===== src/rtl/output_drain_ctrl.sv =====
// output_drain_ctrl: walks a bank/row range of output_buffer after the PE array
// finishes, reads each wide row (1-cycle latency) and serialises it LSB slice
// first onto a narrow valid/ready write stream toward external memory.
module output_drain_ctrl #(
  parameter int BUS_W  = 512,
  parameter int EXT_W  = 64,
  parameter int IDX_W  = 6,
  parameter int ADDR_W = 16,
  parameter int EA_W   = 32
) (
  input  logic              clk,
  input  logic              rst,
  input  logic              start,
  input  logic              abort,
  input  logic [IDX_W-1:0]  bank_first,
  input  logic [IDX_W-1:0]  bank_last,
  input  logic [ADDR_W-1:0] row_count,
  input  logic [EA_W-1:0]   base_addr,
  output logic              ob_rd_en,
  output logic [IDX_W-1:0]  memory_bank_index,
  output logic [ADDR_W-1:0] memory_bank_address,
  input  logic [BUS_W-1:0]  ob_rd_data,
  output logic              ext_valid,
  input  logic              ext_ready,
  output logic [EA_W-1:0]   ext_addr,
  output logic [EXT_W-1:0]  ext_data,
  output logic              ext_last,
  output logic              busy,
  output logic              done,
  output logic              err
);

  localparam int BEATS  = BUS_W / EXT_W;
  localparam int BEAT_W = (BEATS > 1) ? $clog2(BEATS) : 1;
  localparam logic [BEAT_W-1:0] LAST_BEAT = BEAT_W'(BEATS - 1);
  localparam logic [EA_W-1:0]   ADDR_STEP = EA_W'(EXT_W / 8);

  localparam logic [2:0] S_IDLE = 3'd0;
  localparam logic [2:0] S_READ = 3'd1;
  localparam logic [2:0] S_CAPT = 3'd2;
  localparam logic [2:0] S_SEND = 3'd3;
  localparam logic [2:0] S_FIN  = 3'd4;

  logic [2:0]        state, nxt;
  logic [IDX_W-1:0]  cfg_last;
  logic [ADDR_W-1:0] cfg_rows;
  logic [IDX_W-1:0]  bank;
  logic [ADDR_W-1:0] row;
  logic [BEAT_W-1:0] beat;
  logic [BUS_W-1:0]  shreg;
  logic [EA_W-1:0]   addr;
  logic              err_q;

  logic cfg_bad, cfg_empty, beat_acc, row_end, last_row, last_bank;

  assign cfg_bad   = bank_last < bank_first;
  assign cfg_empty = cfg_bad || (row_count == '0);
  assign beat_acc  = (state == S_SEND) && ext_ready;
  assign row_end   = beat == LAST_BEAT;
  assign last_row  = row == cfg_rows - ADDR_W'(1);
  assign last_bank = bank == cfg_last;

  // All outputs decode from registered state, so ext_ready never reaches an output combinationally.
  assign ob_rd_en            = state == S_READ;
  assign memory_bank_index   = bank;
  assign memory_bank_address = row;
  assign ext_valid           = state == S_SEND;
  assign ext_addr            = addr;
  assign ext_data            = shreg[EXT_W-1:0];
  assign ext_last            = (state == S_SEND) && row_end && last_row && last_bank;
  assign busy                = (state == S_READ) || (state == S_CAPT) || (state == S_SEND);
  assign done                = (state == S_FIN) && !err_q;
  assign err                 = err_q;

  // Next-state decode; abort overrides everything including a simultaneous start.
  always_comb begin
    nxt = state;
    case (state)
      S_IDLE: if (start) nxt = cfg_empty ? S_FIN : S_READ;
      S_READ: nxt = S_CAPT;
      S_CAPT: nxt = S_SEND;
      S_SEND: if (ext_ready && row_end) nxt = (last_row && last_bank) ? S_FIN : S_READ;
      S_FIN:  nxt = S_IDLE;
      default: nxt = S_IDLE;
    endcase
    if (abort) nxt = S_IDLE;
  end

  // State register.
  always_ff @(posedge clk) begin
    if (!rst) state <= S_IDLE;
    else      state <= nxt;
  end

  // Config latch, error flag and bank/row walk.
  always_ff @(posedge clk) begin
    if (!rst) begin
      cfg_last <= '0;
      cfg_rows <= '0;
      bank     <= '0;
      row      <= '0;
      err_q    <= 1'b0;
    end else if (!abort) begin
      if (state == S_IDLE && start) begin
        cfg_last <= bank_last;
        cfg_rows <= row_count;
        bank     <= bank_first;
        row      <= '0;
        err_q    <= cfg_bad;
      end else if (beat_acc && row_end) begin
        // Row wraps back to 0 and bank steps; FIN is taken before the stepped bank is used.
        if (last_row) begin
          row  <= '0;
          bank <= bank + IDX_W'(1);
        end else begin
          row <= row + ADDR_W'(1);
        end
      end
    end
  end

  // Beat datapath: shift register, beat counter and running byte address.
  always_ff @(posedge clk) begin
    if (!rst) begin
      shreg <= '0;
      beat  <= '0;
      addr  <= '0;
    end else if (!abort) begin
      if (state == S_IDLE && start) begin
        addr <= base_addr;
      end else if (state == S_CAPT) begin
        shreg <= ob_rd_data;
        beat  <= '0;
      end else if (beat_acc) begin
        shreg <= shreg >> EXT_W;
        beat  <= beat + BEAT_W'(1);
        addr  <= addr + ADDR_STEP;
      end
    end
  end

endmodule


===== config.mk =====
export PLATFORM = sky130hd
export DESIGN_NAME = output_drain_ctrl
export DESIGN_NICKNAME = d
export VERILOG_FILES = /design/src/rtl/output_drain_ctrl.sv
export SDC_FILE = /design/constraint.sdc
export NUM_CORES = 1
export LEC_CHECK = 0
export ABC_CLOCK_PERIOD_IN_PS = 3250
export CELL_PAD_IN_SITES_DETAIL_PLACEMENT = 2
export CELL_PAD_IN_SITES_GLOBAL_PLACEMENT = 2
export CORE_MARGIN = 3
export CORE_UTILIZATION = 27
export DETAILED_ROUTE_END_ITERATION = 16
export PLACE_DENSITY_LB_ADDON = 0.1
export SETUP_SLACK_MARGIN = 0.15
export SLEW_MARGIN = 20
export SYNTH_ARGS = -nofsm -noshare
export SYNTH_HDL_FRONTEND = slang
export SYNTH_SLANG_ARGS = --single-unit

===== constraint.sdc =====
create_clock -name clk -period 3.25 [get_ports clk]
set_input_delay 0.65 -clock clk [delete_from_list [all_inputs] [get_ports clk]]
set_output_delay 0.65 -clock clk [all_outputs]
set_load 0.005 [all_outputs]

==> results by group, run 1 <==
Floorplan
  – Die Area: 0.101 sq mm
  – Number of cell rows: 113
  – Die H: 318 um
  – Io pins: 701
  – Initial core utilization: 27.5%
  – Die W: 318 um
  – Core area: 0.0959 sq mm

STA
  – Fin Clk Skew: 0.0167 ns
  – Slew @ Worst Pin: 0.802 ns
  – Final setup fails: 1
  – Slew margin rel.: 46.5%
  – Setup repair after global routing missed its margin: yes
  – Final worst-path cycle share: 104%
  – Setup ws final: -0.145 ns
  – Final min period: 3.40 ns
  – Fin. max-slew vios: 0
  – Endpoints failing hold: 0
  – Fmax: 295 MHz

Logic synthesis
  – Dominant synthesized flop cell: dfxtp_1
  – Seq cells post-synth: 595
  – EDFF count, synth: 0
  – Synth cell types: 59
  – Warnings, synthesis: 0
  – Seq/Total Area, Yosys: 45.2%
  – Synthesized net count: 4005
  – Syn avg cell area: 7.71 sq um
  – Synthesized area: 0.0263 sq mm
  – Synth Instances: 3417
  – Asr flop ratio synth: 0%

Worst setup path
  – Element type at the critical path start: register
  – Crit path max fanout: 2
  – WS Path Type: reg2out
  – Crit-path most repeated cell: buf_6
  – Crit-path max cell delay: 0.39 ns
  – Critical-path top delay cell: or3_4
  – WP buf/inv: 4
  – Cell family with most CP delay: simple AND/OR/NAND/NOR gates
  – Crit path DAT: 2.75 ns
  – CP endpoint kind: output pin
  – CP required: 2.60 ns
  – Worst path cell trace: buf_6 -> or3_4 -> nor4_4 -> buf_4 -> o211ai_1 -> a21oi_2 -> nand4_1 -> buf_6 -> nor2_4 -> buf_6

Detailed routing
  – Routed wire length per instance: 22.5 um
  – Detailed Route WL: 119000 um
  – Drt drc: 0
  – Vias per cell: 5.03
  – Drt pass-1 iters: 5
  – Final ANT Viol Nets: 0
  – Via count: 26600
  – Starting DRC count in detailed routing: 1545

Final layout
  – Share of layout cells above drive strength 1: 6.55%
  – Multi-input logic area: 0.0128 sq mm
  – Area Overhead vs Synth: 41.2%
  – FF/Latch Area: 0.0119 sq mm
  – Fin util: 38.8%
  – Nets@finish: 4517
  – # fillers: 10900
  – Final non-filler cell total: 5278

Placement
  – GPL Wtd Cong: 0.846
  – # port buffers: 700
  – Dpl cells: 5110
  – Detailed placement HPWL: 87600 um

GRT
  – All-layer global routing usage: 22.5%
  – Largest net degree at the start of global routing: 151
  – Vias in the first global route: 27700
  – Grt ovf: 0
  – Antenna violations before repair: 51
  – Global-route wire length before repair: 178000 um

Power and ir drop
  – Power Dens Cells: 471 mW/mm^2
  – Leak pwr: 0.0114 uW
  – Peak VDD IR: 313 uV

Run status
  – Status: complete, but fails checks
  – Failing checks: negative setup slack

Clocking
  – H-tree depth: 3
  – Hold buffers post-CTS: 0
  – Root Buffer: clkbuf_16
  – Clk slew on worst S/H paths: 0.06 ns
  – CTS max path bufs: 3
  – Clock sinks: 595
  – TritonCTS clock tree: built
  – Clk_lat worst skew: 0.62 ns
  – CTS Buf Count: 74

Hold path
  – Worst Hold Class: reg2reg

Run
  – Max-Cap Viols: 0
-- kinds of logic after synthesis --
kind of cell / synth area share (%)
fa+ha+maj: 0.522
flops: 45.2
buf+inv: 6.58
compound gates: 20.7
mux: 0.0380
simple gates: 25.5
xor+xnor: 1.40
-- through the flow --
stage	setup WS (ns)	TNS [ns]	area, sq um	hold slack, ns	power [uW]
floorplan	0.606	0	26300	0.448	8190
global placement	-0.00267	-0.00267	34600	0.450	9320
detailed placement	-0.0310	-0.0310	34600	0.462	9340
CTS	-0.145	-0.145	37100	0.470	17800
global route	-0.315	-0.315	37100	0.478	18300
finish	-0.145	-0.145	37200	0.470	17500
-- area by class of cell --
| class | count | area share, % |
|---|---|---|
| inverters | 14 | 0.161 |
| clock buffers | 112 | 6.02 |
| repair buffers | 816 | 22.4 |
| well taps | 1265 | 4.26 |
| multi-input cells | 2428 | 34.4 |
| clock inverters | 17 | 0.474 |
| flip-flops and latches | 595 | 32.0 |
| diodes | 31 | 0.209 |
-- final timing paths --
kind | from | to | slack (ns) | depth (start not counted)
setup / recovery | cfg_rows[0]$_SDFFE_PN0P_ | ext_last | -0.15 | 10
hold / removal | ext_addr[2]$_SDFFE_PN0P_ | ext_addr[2]$_SDFFE_PN0P_ | 0.47 | 2
hold reg to reg | ext_addr[2]$_SDFFE_PN0P_ | ext_addr[2]$_SDFFE_PN0P_ | 0.47 | 2
setup reg to reg | cfg_rows[5]$_SDFFE_PN0P_ | memory_bank_index[3]$_SDFFE_PN0P_ | 0.53 | 11
-- synthesized netlist by cell type (all sizes together), types with 3 or more instances --
cell / count / area share, %
a311oi: 452 / 15
dfxtp: 595 / 45
nand3b: 5 / 0.14
clkbuf: 301 / 4.3
and3: 17 / 0.40
a211o: 3 / 0.10
and3b: 4 / 0.13
nand2: 989 / 14
nor4: 17 / 0.48
and2: 4 / 0.095
nor2: 582 / 8.3
o31ai: 4 / 0.11
a41oi: 4 / 0.13
o221a: 9 / 0.38
buf: 79 / 2.1
a21oi: 73 / 1.4
inv: 14 / 0.20
nand3: 26 / 0.49
o22ai: 5 / 0.12
nand2b: 9 / 0.21
ha: 11 / 0.52
nand4: 15 / 0.36
xor2: 26 / 0.86
o21ai: 21 / 0.40
a21o: 5 / 0.14
a31oi: 10 / 0.24
a22oi: 70 / 2.0
nor3: 16 / 0.30
o211a: 3 / 0.11
xnor2: 11 / 0.37
nor3b: 3 / 0.085
o21a: 6 / 0.17
-- tightest hold or removal path: cells and delay by family, from the launching register on --
kind            cells  cell delay (ns)
flops               1             0.31
compound gates      1             0.06
simple gates        1             0.05
-- sequential cells by signal (all words and copies together) (netlist names) --
register / count
cfg_rows: 16
state: 3
ext_addr: 32
memory_bank_address: 16
err: 1
memory_bank_index: 6
beat: 3
shreg: 512
cfg_last: 6
-- placed cells by master, fill, tap and decap left out, drive strengths merged, types with 10 or more instances in the layout --
master,n
clkinv,12
nand2,989
diode,31
buf,117
nor4,17
clkdlybuf4s50,699
nor3,16
xor2,26
inv,14
a31oi,10
nand4,15
and3,17
o21ai,21
clkbuf,112
xnor2,11
a21oi,73
dfxtp,595
nand3,26
a311oi,452
ha,11
a22oi,70
nor2,582
-- per-layer routing --
layer  GRT usage, %  wire (um)  up-vias
li1               -          -    13000
met1           29.2      53700    12800
met2           36.9      55200      546
met3           5.95       6640      167
met4           6.16       2840       40
met5              0        287        -
-- repair_timing --
| item | CTS | global route |
|---|---|---|
| endpoints found under the setup margin | 1 | 1 |
| cloned | 0 | 0 |
| gates resized for setup | 17 | 4 |
| setup buffers | 7 | 1 |
| pin swaps | 10 | 2 |
-- report_power, final --
group | internal (uW) | switching, uW | leakage [uW]
Sequential | 7400 | 90.3 | 0.00480
Clock | 4980 | 3350 | 0.00119
Combinational | 981 | 731 | 0.00537
Total | 13400 | 4170 | 0.0114
(Power assumes the default switching activity.)
==> run 2: changes to the inputs <==
Settings changed: CORE_MARGIN 3 to 8.
==> run 2 against run 1 <==
The flow still finishes with violations (negative setup slack); total power up 1.3%; clock skew fell by 0.00067 ns; worst setup slack worse by 0.012 ns; sequential power about the same.
==> results by group, run 2 (synthesis results as in run 1) <==
Worst setup path
  – Cell family with most CP delay: simple AND/OR/NAND/NOR gates (unchanged)
  – R2R Path Start: state[0]$_SDFFE_PP0P_ (was cfg_rows[5]$_SDFFE_PN0P_)
  – CP required: 2.60 ns (about the same)
  – R2r setup slk: 0.55 ns (was 0.53 ns)
  – Path depth of the worst reg2reg path: 8 (was 11)
  – Crit-path most repeated cell: buf_6 (unchanged)
  – Reg2reg end: memory_bank_index[3]$_SDFFE_PN0P_ (unchanged)
  – Crit path max fanout: 3 (was 2)
  – WS Path Type: reg2out (unchanged)
  – Crit-path max cell delay: 0.40 ns (was 0.39 ns)
  – WP buf/inv: 4 (unchanged)
  – CP endpoint kind: output pin (unchanged)
  – Critical-path top delay cell: or3_4 (unchanged)
  – Crit path DAT: 2.76 ns (was 2.75 ns)
  – Element type at the critical path start: register (unchanged)
  – Worst path cell trace: buf_6 -> or3_4 -> nor4_4 -> buf_4 -> o211ai_1 -> a21oi_2 -> nand4_1 -> buf_6 -> nor2_4 -> buf_2 (was buf_6 -> or3_4 -> nor4_4 -> buf_4 -> o211ai_1 -> a21oi_2 -> nand4_1 -> buf_6 -> nor2_4 -> buf_6)

Detailed routing
  – Detailed Route WL: 123000 um (was 119000 um)
  – Drt drc: 0 (unchanged)
  – Routed wire length per instance: 23.1 um (was 22.5 um)
  – Drt pass-1 iters: 5 (unchanged)
  – Vias per cell: 4.99 (was 5.03)
  – Via count: 26500 (was 26600)
  – Final ANT Viol Nets: 0 (unchanged)
  – Starting DRC count in detailed routing: 1391 (was 1545)

Floorplan
  – Initial core utilization: 27.2% (was 27.5%)
  – Number of cell rows: 114 (was 113)
  – Io pins: 701 (unchanged)
  – Die Area: 0.108 sq mm (was 0.101 sq mm)
  – Die H: 328 um (was 318 um)
  – Die W: 328 um (was 318 um)
  – Core area: 0.0967 sq mm (was 0.0959 sq mm)

GRT
  – Global-route wire length before repair: 183000 um (was 178000 um)
  – All-layer global routing usage: 21.8% (was 22.5%)
  – Antenna violations before repair: 56 (was 51)
  – Grt ovf: 0 (unchanged)
  – Met1 Track Usage GR: 28.5% (was 29.2%)
  – Met2 usage: 34.2% (was 36.9%)
  – GRT met3 Usage: 6.03% (was 5.95%)
  – Largest net degree at the start of global routing: 154 (was 151)
  – GR peak layer: met2 (unchanged)
  – Vias in the first global route: 28100 (was 27700)

STA
  – Fin Clk Skew: 0.0160 ns (was 0.0167 ns)
  – Slew @ Worst Pin: 0.825 ns (was 0.802 ns)
  – Setup repair after global routing missed its margin: yes (unchanged)
  – Final worst-path cycle share: 105% (was 104%)
  – Hold slack: 0.464 ns (was 0.470 ns)
  – Fmax: 294 MHz (was 295 MHz)
  – Slew margin rel.: 45.0% (was 46.5%)
  – Setup ws final: -0.157 ns (was -0.145 ns)
  – Final min period: 3.41 ns (was 3.40 ns)
  – Fin. max-slew vios: 0 (unchanged)
  – Final setup fails: 1 (unchanged)
  – Endpoints failing hold: 0 (unchanged)

Run
  – Max-Cap Viols: 0 (unchanged)

Placement
  – # port buffers: 700 (unchanged)
  – Detailed placement HPWL: 91200 um (was 87600 um)
  – GPL Wtd Cong: 0.797 (was 0.846)
  – Placed cell areas: 0.0346 sq mm (about the same)
  – Dpl cells: 5133 (was 5110)

Clocking
  – Clk_lat worst skew: 0.63 ns (was 0.62 ns)
  – Clock sinks: 595 (unchanged)
  – CTS max path bufs: 3 (unchanged)
  – Clk slew on worst S/H paths: 0.06 ns (about the same)
  – TritonCTS clock tree: built (unchanged)
  – Root Buffer: clkbuf_16 (unchanged)
  – Hold buffers post-CTS: 0 (unchanged)
  – H-tree depth: 3 (unchanged)
  – CTS Buf Count: 78 (was 74)

Hold path
  – Hold Path Cell Cnt: 2 (unchanged)
  – Worst Hold Class: reg2reg (unchanged)
  – Endpoint, Worst Hold: ext_addr[1]$_SDFFE_PN0P_ (was ext_addr[2]$_SDFFE_PN0P_)
  – Hold Path Origin: ext_addr[1]$_SDFFE_PN0P_ (was ext_addr[2]$_SDFFE_PN0P_)

Run status
  – Status: complete, but fails checks (unchanged)
  – Failing checks: negative setup slack (unchanged)

Final layout
  – Area Overhead vs Synth: 41.7% (was 41.2%)
  – Final non-filler cell total: 5319 (was 5278)
  – # fillers: 10900 (about the same)
  – Nets@finish: 4531 (was 4517)
  – Most frequent cells in the layout: nand2_1, clkdlybuf4s50_1, dfxtp_1 (unchanged)
  – Post-route cell area: 0.0373 sq mm (was 0.0372 sq mm)
  – Commonest non-fill, non-tap cell in the layout: nand2_1 (unchanged)
  – Share of layout cells above drive strength 1: 6.84% (was 6.55%)
  – Reg with most FFs: shreg (unchanged)
  – Max reg flops: 512 (unchanged)

Power and ir drop
  – Power Total: 17800 uW (was 17500 uW)
  – Peak VDD IR: 332 uV (was 313 uV)
  – Leak pwr: 0.0114 uW (about the same)
  – Power Dens Cells: 476 mW/mm^2 (was 471 mW/mm^2)
run 2: cell types whose count changed in the layout (fill, tap and decap cells not counted), moves of 2 or more:
cell       change
clkinv_2       -5
diode_2        +9
clkbuf_1      +10
o31ai_1        -2
o31ai_2        +2
buf_12         -4
clkbuf_8       +3
inv_6          +3
clkbuf_16      +2
buf_4         +14
run 2: final cells by class:
| type | count | area (sq um) | share of cell area [%] |
|---|---|---|---|
| Antenna cell | 40 | 100 | 0.268 |
| Clock inverter | 13 | 140 | 0.375 |
| Sequential cell | 595 | 11900 | 31.9 |
| Multi-Input combinational cell | 2428 | 12800 | 34.3 |
| Inverter | 14 | 60.1 | 0.161 |
| Tap cell | 1276 | 1600 | 4.28 |
| Timing Repair Buffer | 826 | 8360 | 22.4 |
| Clock buffer | 127 | 2370 | 6.34 |
run 2: where the power goes:
part           internal [uW]  switching, uW  total [uW]
Sequential              7400           87.4        7490
Clock                   5120           3410        8540
Combinational            979            756        1740
Total                  13500           4260       17800
run 2: how the worst max path moves through the flow:
stage,slack [ns],startpoint,end,cells past startpoint
after floorplan,0.61,cfg_rows[2]$_SDFFE_PN0P_,ext_last,7
after global placement,-0.09,cfg_rows[2]$_SDFFE_PN0P_,ext_last,8
after detailed placement,-0.16,cfg_rows[2]$_SDFFE_PN0P_,ext_last,8
after CTS,-0.16,cfg_rows[1]$_SDFFE_PN0P_,ext_last,10
after global routing,-0.34,cfg_rows[1]$_SDFFE_PN0P_,ext_last,10
final,-0.16,cfg_rows[1]$_SDFFE_PN0P_,ext_last,10
run 2: worst min-delay path, cell delays in order (launching register included):
cell     delay [ns]
dfxtp_1        0.31
nand2_1        0.06
a21oi_1        0.05
run 2: per-layer routing:
| metal | vias to the layer above | wire, um |
|---|---|---|
| met5 | - | 215 |
| met4 | 32 | 3600 |
| met3 | 189 | 7810 |
| met2 | 580 | 55200 |
| met1 | 12700 | 56300 |
| li1 | 13000 | - |
run 2: what timing repair did:
| item | in CTS | in global routing |
|---|---|---|
| pin swaps | 7 | 3 |
| resized for setup | 18 | 4 |
| endpoints found under the setup margin | 1 | 1 |
| setup buffers | 4 | 2 |
run 2: stage by stage:
step           setup TNS (ns)  util [%]  setup slack [ns]
5_1_grt                -0.335      38.5            -0.335
3_5_place_dp           -0.161      35.8            -0.161
4_1_cts                -0.164      38.5            -0.164
2_1_floorplan               0         -             0.606
3_3_place_gp          -0.0872      35.8           -0.0872
6_report               -0.157      38.6            -0.157
